**config.mk**
```make
export PLATFORM = sky130hd
export DESIGN_NAME = fnd_scan_driver
export DESIGN_NICKNAME = d
export VERILOG_FILES = /design/src/rtl/fnd_pkg.sv /design/src/rtl/fnd_font_decoder.sv /design/src/rtl/fnd_scan_driver.sv
export SDC_FILE = /design/constraint.sdc
export NUM_CORES = 1
export LEC_CHECK = 0
export ABC_CLOCK_PERIOD_IN_PS = 4050
export BUFFER_PORTS_ARGS = -buffer_cell sky130_fd_sc_hd__buf_4
export CAP_MARGIN = 20
export CORE_MARGIN = 2
export CORE_UTILIZATION = 57
export CTS_CLUSTER_DIAMETER = 100
export CTS_CLUSTER_SIZE = 14
export DETAILED_ROUTE_END_ITERATION = 8
export PLACE_DENSITY = 0.9
export SLEW_MARGIN = 40
export SYNTH_ARGS = -nofsm -noshare
export SYNTH_HDL_FRONTEND = slang
export SYNTH_SLANG_ARGS = --single-unit
```
**constraint.sdc**
```tcl
create_clock -name i_clk -period 4.05 [get_ports i_clk]
set_input_delay 0.2025 -clock i_clk [delete_from_list [all_inputs] [get_ports i_clk]]
set_output_delay 0.2025 -clock i_clk [all_outputs]
set_load 0.02 [all_outputs]
```
**src/rtl/fnd_pkg.sv**
```systemverilog
// Shared constants for the FND scan path: segment bit positions, the active-low
// hex font table and the all-off codes for the segment and common lines.
package fnd_pkg;

  localparam int SEG_A  = 0;
  localparam int SEG_B  = 1;
  localparam int SEG_C  = 2;
  localparam int SEG_D  = 3;
  localparam int SEG_E  = 4;
  localparam int SEG_F  = 5;
  localparam int SEG_G  = 6;
  localparam int SEG_DP = 7;

  // {g,f,e,d,c,b,a}, a lit segment is 0
  localparam logic [6:0] FONT_0 = 7'b1000000;
  localparam logic [6:0] FONT_1 = 7'b1111001;
  localparam logic [6:0] FONT_2 = 7'b0100100;
  localparam logic [6:0] FONT_3 = 7'b0110000;
  localparam logic [6:0] FONT_4 = 7'b0011001;
  localparam logic [6:0] FONT_5 = 7'b0010010;
  localparam logic [6:0] FONT_6 = 7'b0000010;
  localparam logic [6:0] FONT_7 = 7'b1111000;
  localparam logic [6:0] FONT_8 = 7'b0000000;
  localparam logic [6:0] FONT_9 = 7'b0010000;
  localparam logic [6:0] FONT_A = 7'b0001000;
  localparam logic [6:0] FONT_B = 7'b0000011;
  localparam logic [6:0] FONT_C = 7'b1000110;
  localparam logic [6:0] FONT_D = 7'b0100001;
  localparam logic [6:0] FONT_E = 7'b0000110;
  localparam logic [6:0] FONT_F = 7'b0001110;

  localparam logic [15:0][6:0] FONT_TABLE = {
    FONT_F, FONT_E, FONT_D, FONT_C, FONT_B, FONT_A, FONT_9, FONT_8,
    FONT_7, FONT_6, FONT_5, FONT_4, FONT_3, FONT_2, FONT_1, FONT_0
  };

  localparam logic [7:0] FND_OFF = 8'hFF;
  localparam logic [3:0] COM_OFF = 4'hF;

  typedef enum logic {
    ST_BLANK = 1'b0,
    ST_SHOW  = 1'b1
  } scan_state_e;

endpackage

```
**src/rtl/fnd_font_decoder.sv**
```systemverilog
// Hex code plus decimal-point request to the active-low 8-bit segment pattern.
module fnd_font_decoder
  import fnd_pkg::*;
(
  input  logic [3:0] code,
  input  logic       dp,
  output logic [7:0] font
);

  assign font = {~dp, FONT_TABLE[code]};

endmodule

```
**src/rtl/fnd_scan_driver.sv**
```systemverilog
// Time-multiplexed driver for a 4-digit common-anode display with per-slot
// blanking and a frame-synchronous snapshot of the digit data.
module fnd_scan_driver
  import fnd_pkg::*;
#(
  parameter int CLK_HZ       = 100_000_000,
  parameter int SCAN_HZ      = 1000,
  parameter int BLANK_CYCLES = 1000
) (
  input  logic        i_clk,
  input  logic        i_reset,
  input  logic [15:0] i_digit_data,
  input  logic [3:0]  i_dp_mask,
  input  logic [3:0]  i_blank_mask,
  output logic [3:0]  o_fnd_com,
  output logic [7:0]  o_fnd_font,
  output logic [1:0]  o_digit_position,
  output logic        o_frame_done
);

  localparam int PERIOD = CLK_HZ / SCAN_HZ;
  localparam int PW     = (PERIOD < 2) ? 1 : $clog2(PERIOD);

  if (PERIOD < 2 || BLANK_CYCLES >= PERIOD) begin : g_param_check
    $fatal(1, "fnd_scan_driver: need PERIOD >= 2 and BLANK_CYCLES < PERIOD");
  end

  localparam scan_state_e ST_SLOT_START = (BLANK_CYCLES > 0) ? ST_BLANK : ST_SHOW;

  logic [PW-1:0] presc;
  logic [PW-1:0] presc_next;
  logic [1:0]    pos;
  scan_state_e   state;
  logic [15:0]   data_q;
  logic [3:0]    dp_q;
  logic [3:0]    blank_q;

  logic          wrap;
  logic          frame_start;
  logic [15:0]   data_eff;
  logic [3:0]    dp_eff;
  logic [3:0]    blank_eff;
  logic [7:0]    font_show;
  logic          dark;

  assign wrap        = (presc == PW'(PERIOD - 1));
  assign presc_next  = wrap ? '0 : presc + 1'b1;
  assign frame_start = (presc == '0) && (pos == 2'd0);

  // The first cycle of a frame already uses the inputs it captures, so the
  // digit-0 slot is correct even with no blanking ahead of it.
  assign data_eff  = frame_start ? i_digit_data : data_q;
  assign dp_eff    = frame_start ? i_dp_mask    : dp_q;
  assign blank_eff = frame_start ? i_blank_mask : blank_q;

  assign dark = (state == ST_BLANK) || blank_eff[pos];

  fnd_font_decoder u_dec (
    .code (data_eff[{pos, 2'b00} +: 4]),
    .dp   (dp_eff[pos]),
    .font (font_show)
  );

  always_ff @(posedge i_clk) begin
    if (!i_reset) begin
      presc            <= '0;
      pos              <= 2'd0;
      state            <= ST_SLOT_START;
      data_q           <= '0;
      dp_q             <= '0;
      blank_q          <= '0;
      o_fnd_com        <= COM_OFF;
      o_fnd_font       <= FND_OFF;
      o_digit_position <= 2'd0;
      o_frame_done     <= 1'b0;
    end else begin
      presc <= presc_next;
      if (wrap) begin
        pos              <= pos + 2'd1;
        o_digit_position <= pos + 2'd1;
      end
      state <= (int'(presc_next) < BLANK_CYCLES) ? ST_BLANK : ST_SHOW;
      if (frame_start) begin
        data_q  <= i_digit_data;
        dp_q    <= i_dp_mask;
        blank_q <= i_blank_mask;
      end
      o_fnd_com  <= dark ? COM_OFF : ~(4'b0001 << pos);
      o_fnd_font <= dark ? FND_OFF : font_show;
      // high exactly during the wrap cycle of the digit-3 slot
      o_frame_done <= (presc == PW'(PERIOD - 2)) && (pos == 2'd3);
    end
  end

endmodule

```
==> summary.md <==
| Metric | Value |
|---|---|
| Req. time, crit path | `between 4 and 5 ns` |
| Mapped Cells | `313` |
| Largest net degree at the start of global routing | `35` |
| Clk buf depth | `2` |
| Post-CTS Hold Buffers | `0` |
| Final nets | `roughly 390` |
| YS warnings | `0` |
| Arrival @ worst endpoint | `between 3 and 4 ns` |
| CTS Buf Count | `9` |
| CTS root buffer | `clkbuf_8` |
| CTS tree | `done` |
| Synth-to-Final Area Change | `16.0%` |
| Vias per inst | `5.73` |
| Worst Setup Start Kind | `register` |
| DP Wirelength | `between 4000 and 5000 µm` |
| Prevailing post-synth register cell | `dfxtp_1` |
| DRC viols | `0` |
| Setup Buffers After CTS | `0` |
| Clk_skew | `about 0.015 ns` |
| CTS sink cnt | `57` |
| Max cap viols | `0` |
| DIE HEIGHT | `~76 µm` |
| DP Area | `3240 µm²` |
| CP Capture Type | `register` |
| Leakage | `around 1.4 nW` |
| Peak VDD IR | `approximately 0.00018 V` |
| Final wirelength | `about 6400 µm` |
| Final Hold Viols | `0` |
| 1st-iter DRT viols | `approximately 180` |
| Rel. slew slack | `56.0%` |
| Slew Limit Fails | `0` |
| Cell row count | `26` |
| Sum of negative setup slack | `0 ns` |
| Die W | `75.8 µm` |
| Seq/Total Area, Yosys | `between 30% and 40%` |
| Fin area | `3410 µm²` |
| HP Class | `input port to register` |
| Critical path start-end classification | `register to register` |
| Gr usage total | `24.3%` |
| Crit-path max FO | `19` |
| Final period utilization | `87.4%` |
| Die area | `between 5000 and 6000 µm²` |
| Register-to-Register Path Depth | `13` |
| Slew @ Worst Pin | `about 0.65 ns` |
| Fillers | `between 300 and 400` |
| Overflow after GRT | `0` |
| Netlist Area Pre-Place | `2940 µm²` |
| Post-DRT Antenna Nets | `0` |
| Hold path depth | `3` |
| Tmin final | `3.54 ns` |
| Top-Level Pins | `41` |
| Clock-pin slew on the worst setup and hold paths | `around 0.07 ns` |
| Launching point of the worst reg2reg path | `pos[0]` |
| Port bufs | `40` |
| First-pass GRT wire length | `around 10000 µm` |
| Flop2flop setup slack | `about 0.5 ns` |
| Yosys reg bits | `57` |
| Crit Reg-Reg Endpoint | `o_fnd_font[5]` |
| CORE AREA | `approximately 5000 µm²` |
| Avg Cell Area, Syn | `9.40 µm²` |
| Hold Startpoint | `i_digit_data[9]` |
| Pre-antenna DRT Iters | `5` |
| Status | `complete, no violations` |
| Unique masters post-synth | `57` |
| Initial Util | `roughly three fifths` |
| Xor-xnor portion of the synthesized cell area | `under 10%` |
| RD Place Congestion | `~0.89` |
| # diodes | `0` |
| Via count | `~2400` |
| Multiplexer share of the synthesized area | `a little over a tenth` |
| Hold path endpoint | `data_q[9]` |
| CTS resizes | `0` |
| Synth Area in Compound Gates | `between 10% and 20%` |
| Asr flop ratio synth | `0%` |
| Largest family of logic cells by synthesized area | `simple AND/OR/NAND/NOR gates` |
| Initial antenna violation count | `0` |
| Clock latency on the worst-skew pair | `roughly 0.34 ns` |
| Syn nets | `352` |
| Number of global-route vias before repair | `around 2200` |
| Post-synthesis simple-gate area fraction | `25.2%` |
| Adder-cell share of the synthesized area | `5.53%` |
| RSZ-0062 raised after global routing | `no` |
| Final setup fails | `0` |
| Cell area power density | `373 nW/µm²` |
| Fraction of layout cells with a size suffix above 1 | `20.5%` |
| Wire length per cell | `15.3 µm` |
| Post-synth EDFFs | `0` |
| Htree depth | `3` |
| Fmax | `~280 MHz` |
-- routing by layer --
layer  share of wire, %  wire length (µm)  up-vias  GRT usage, %
li1                   -                 -     1170             -
met1                 42              2700     1125          30.4
met2                 49              3140      100          38.8
met3                6.2               397       18          5.56
met4                3.0               190        0          13.1
met5                  0                 0        -             0
-- synthesized netlist by cell type, types with 3 or more instances --
cell,count,share of area (%)
dfxtp_1,57,39
nor2_1,20,2.6
o21ai_0,3,0.51
nor4_1,6,1.3
nor2b_1,17,3.6
and3_1,8,1.7
a21oi_1,5,0.85
nand3_1,18,3.1
nand4_1,5,1.1
nor3_1,3,0.51
mux2i_1,19,6.5
xor2_1,6,1.8
inv_1,9,1.1
mux4_2,4,3.1
or3_1,4,0.85
nand2_1,33,4.2
ha_1,13,5.5
o211ai_1,5,1.3
and2_1,4,0.85
buf_6,4,1.5
xnor2_1,10,3.0
a21boi_0,8,2.0
clkbuf_1,10,1.3
-- cells by family (layout without fill, tap and decap cells) --
logic type,Yosys count,count (layout)
flops,57,57
mux,25,25
xor+xnor,16,16
compound gates,41,41
buf+inv,27,65
fa+ha+maj,13,13
simple gates,134,134
-- sequential cells by signal, indices dropped and copies added, names as in the netlist --
signal,cells
pos,2
o_frame_done,1
o_fnd_com,4
data_q,16
blank_q,4
dp_q,4
state,1
o_fnd_font,8
presc,17
-- stage by stage --
stage / hold WS, ns / utilization [%] / worst slack (ns) / total power (W) / instances
floorplan: 0.346 / - / 0.538 / 0.000765 / 313
global placement: 0.450 / 64.3 / 0.788 / 0.000801 / 408
detailed placement: 0.456 / 64.3 / 0.608 / 0.000810 / 408
CTS: 0.138 / 67.6 / 0.565 / 0.00127 / 421
global route: 0.144 / 67.6 / 0.211 / 0.00133 / 421
finish: 0.138 / 67.6 / 0.509 / 0.00127 / 421
-- cell usage in the layout, fill, tap and decap left out, types with 3 or more instances in the layout --
cell / count
nor2b_1: 17
nor4_1: 6
inv_1: 9
o211ai_1: 5
xnor2_1: 10
o21ai_0: 3
and2_1: 4
nand3_1: 18
and3_1: 8
dfxtp_1: 57
buf_4: 42
a21boi_0: 8
xor2_1: 6
nand2_1: 33
ha_1: 13
nand4_1: 5
nor3_1: 3
nor2_1: 20
clkbuf_8: 12
or3_1: 4
mux2i_1: 19
a21oi_1: 5
mux4_2: 4
-- how the worst max path moves through the flow --
stage | to | from | slack (ns)
6_report | o_fnd_font[5] | pos[0] | 0.51
5_1_grt | o_fnd_font[5] | pos[1] | 0.21
4_1_cts | o_fnd_font[5] | pos[1] | 0.56
3_5_place_dp | o_fnd_font[5] | pos[1] | 0.61
3_3_place_gp | o_fnd_font[0] | pos[1] | 0.79
2_1_floorplan | o_fnd_font[3] | pos[1] | 0.54
-- worst max-delay path: stages, from the launching register on --
cell and delay (ns):
dfxtp_1 0.41, inv_1 0.12, ha_1 0.17, nor4bb_1 0.34, and3_1 0.39, nand2_4 0.23, mux2i_1 0.21, mux4_2 0.58
inv_1 0.12, ha_1 0.22, inv_1 0.07, nor4_1 0.35, nand2_1 0.11, o211ai_1 0.13
-- layout make-up --
| type | count | area (µm²) | share of cell area, % |
|---|---|---|---|
| Timing Repair Buffer | 42 | 315 | 9.24 |
| Sequential cell | 57 | 1140 | 33.5 |
| Tap cell | 70 | 87.6 | 2.57 |
| Multi-Input combinational cell | 229 | 1660 | 48.7 |
| Inverter | 10 | 37.5 | 1.10 |
| Clock buffer | 13 | 169 | 4.95 |
-- report_power, final --
group          total (W)  switching [W]  leakage, nW  internal [W]
combinational   0.000206       0.000112        0.842     0.0000936
clock           0.000470       0.000208       0.0875      0.000262
sequential      0.000597      0.0000119        0.465      0.000586
No activity file was read; power rests on OpenSTA's default activity.
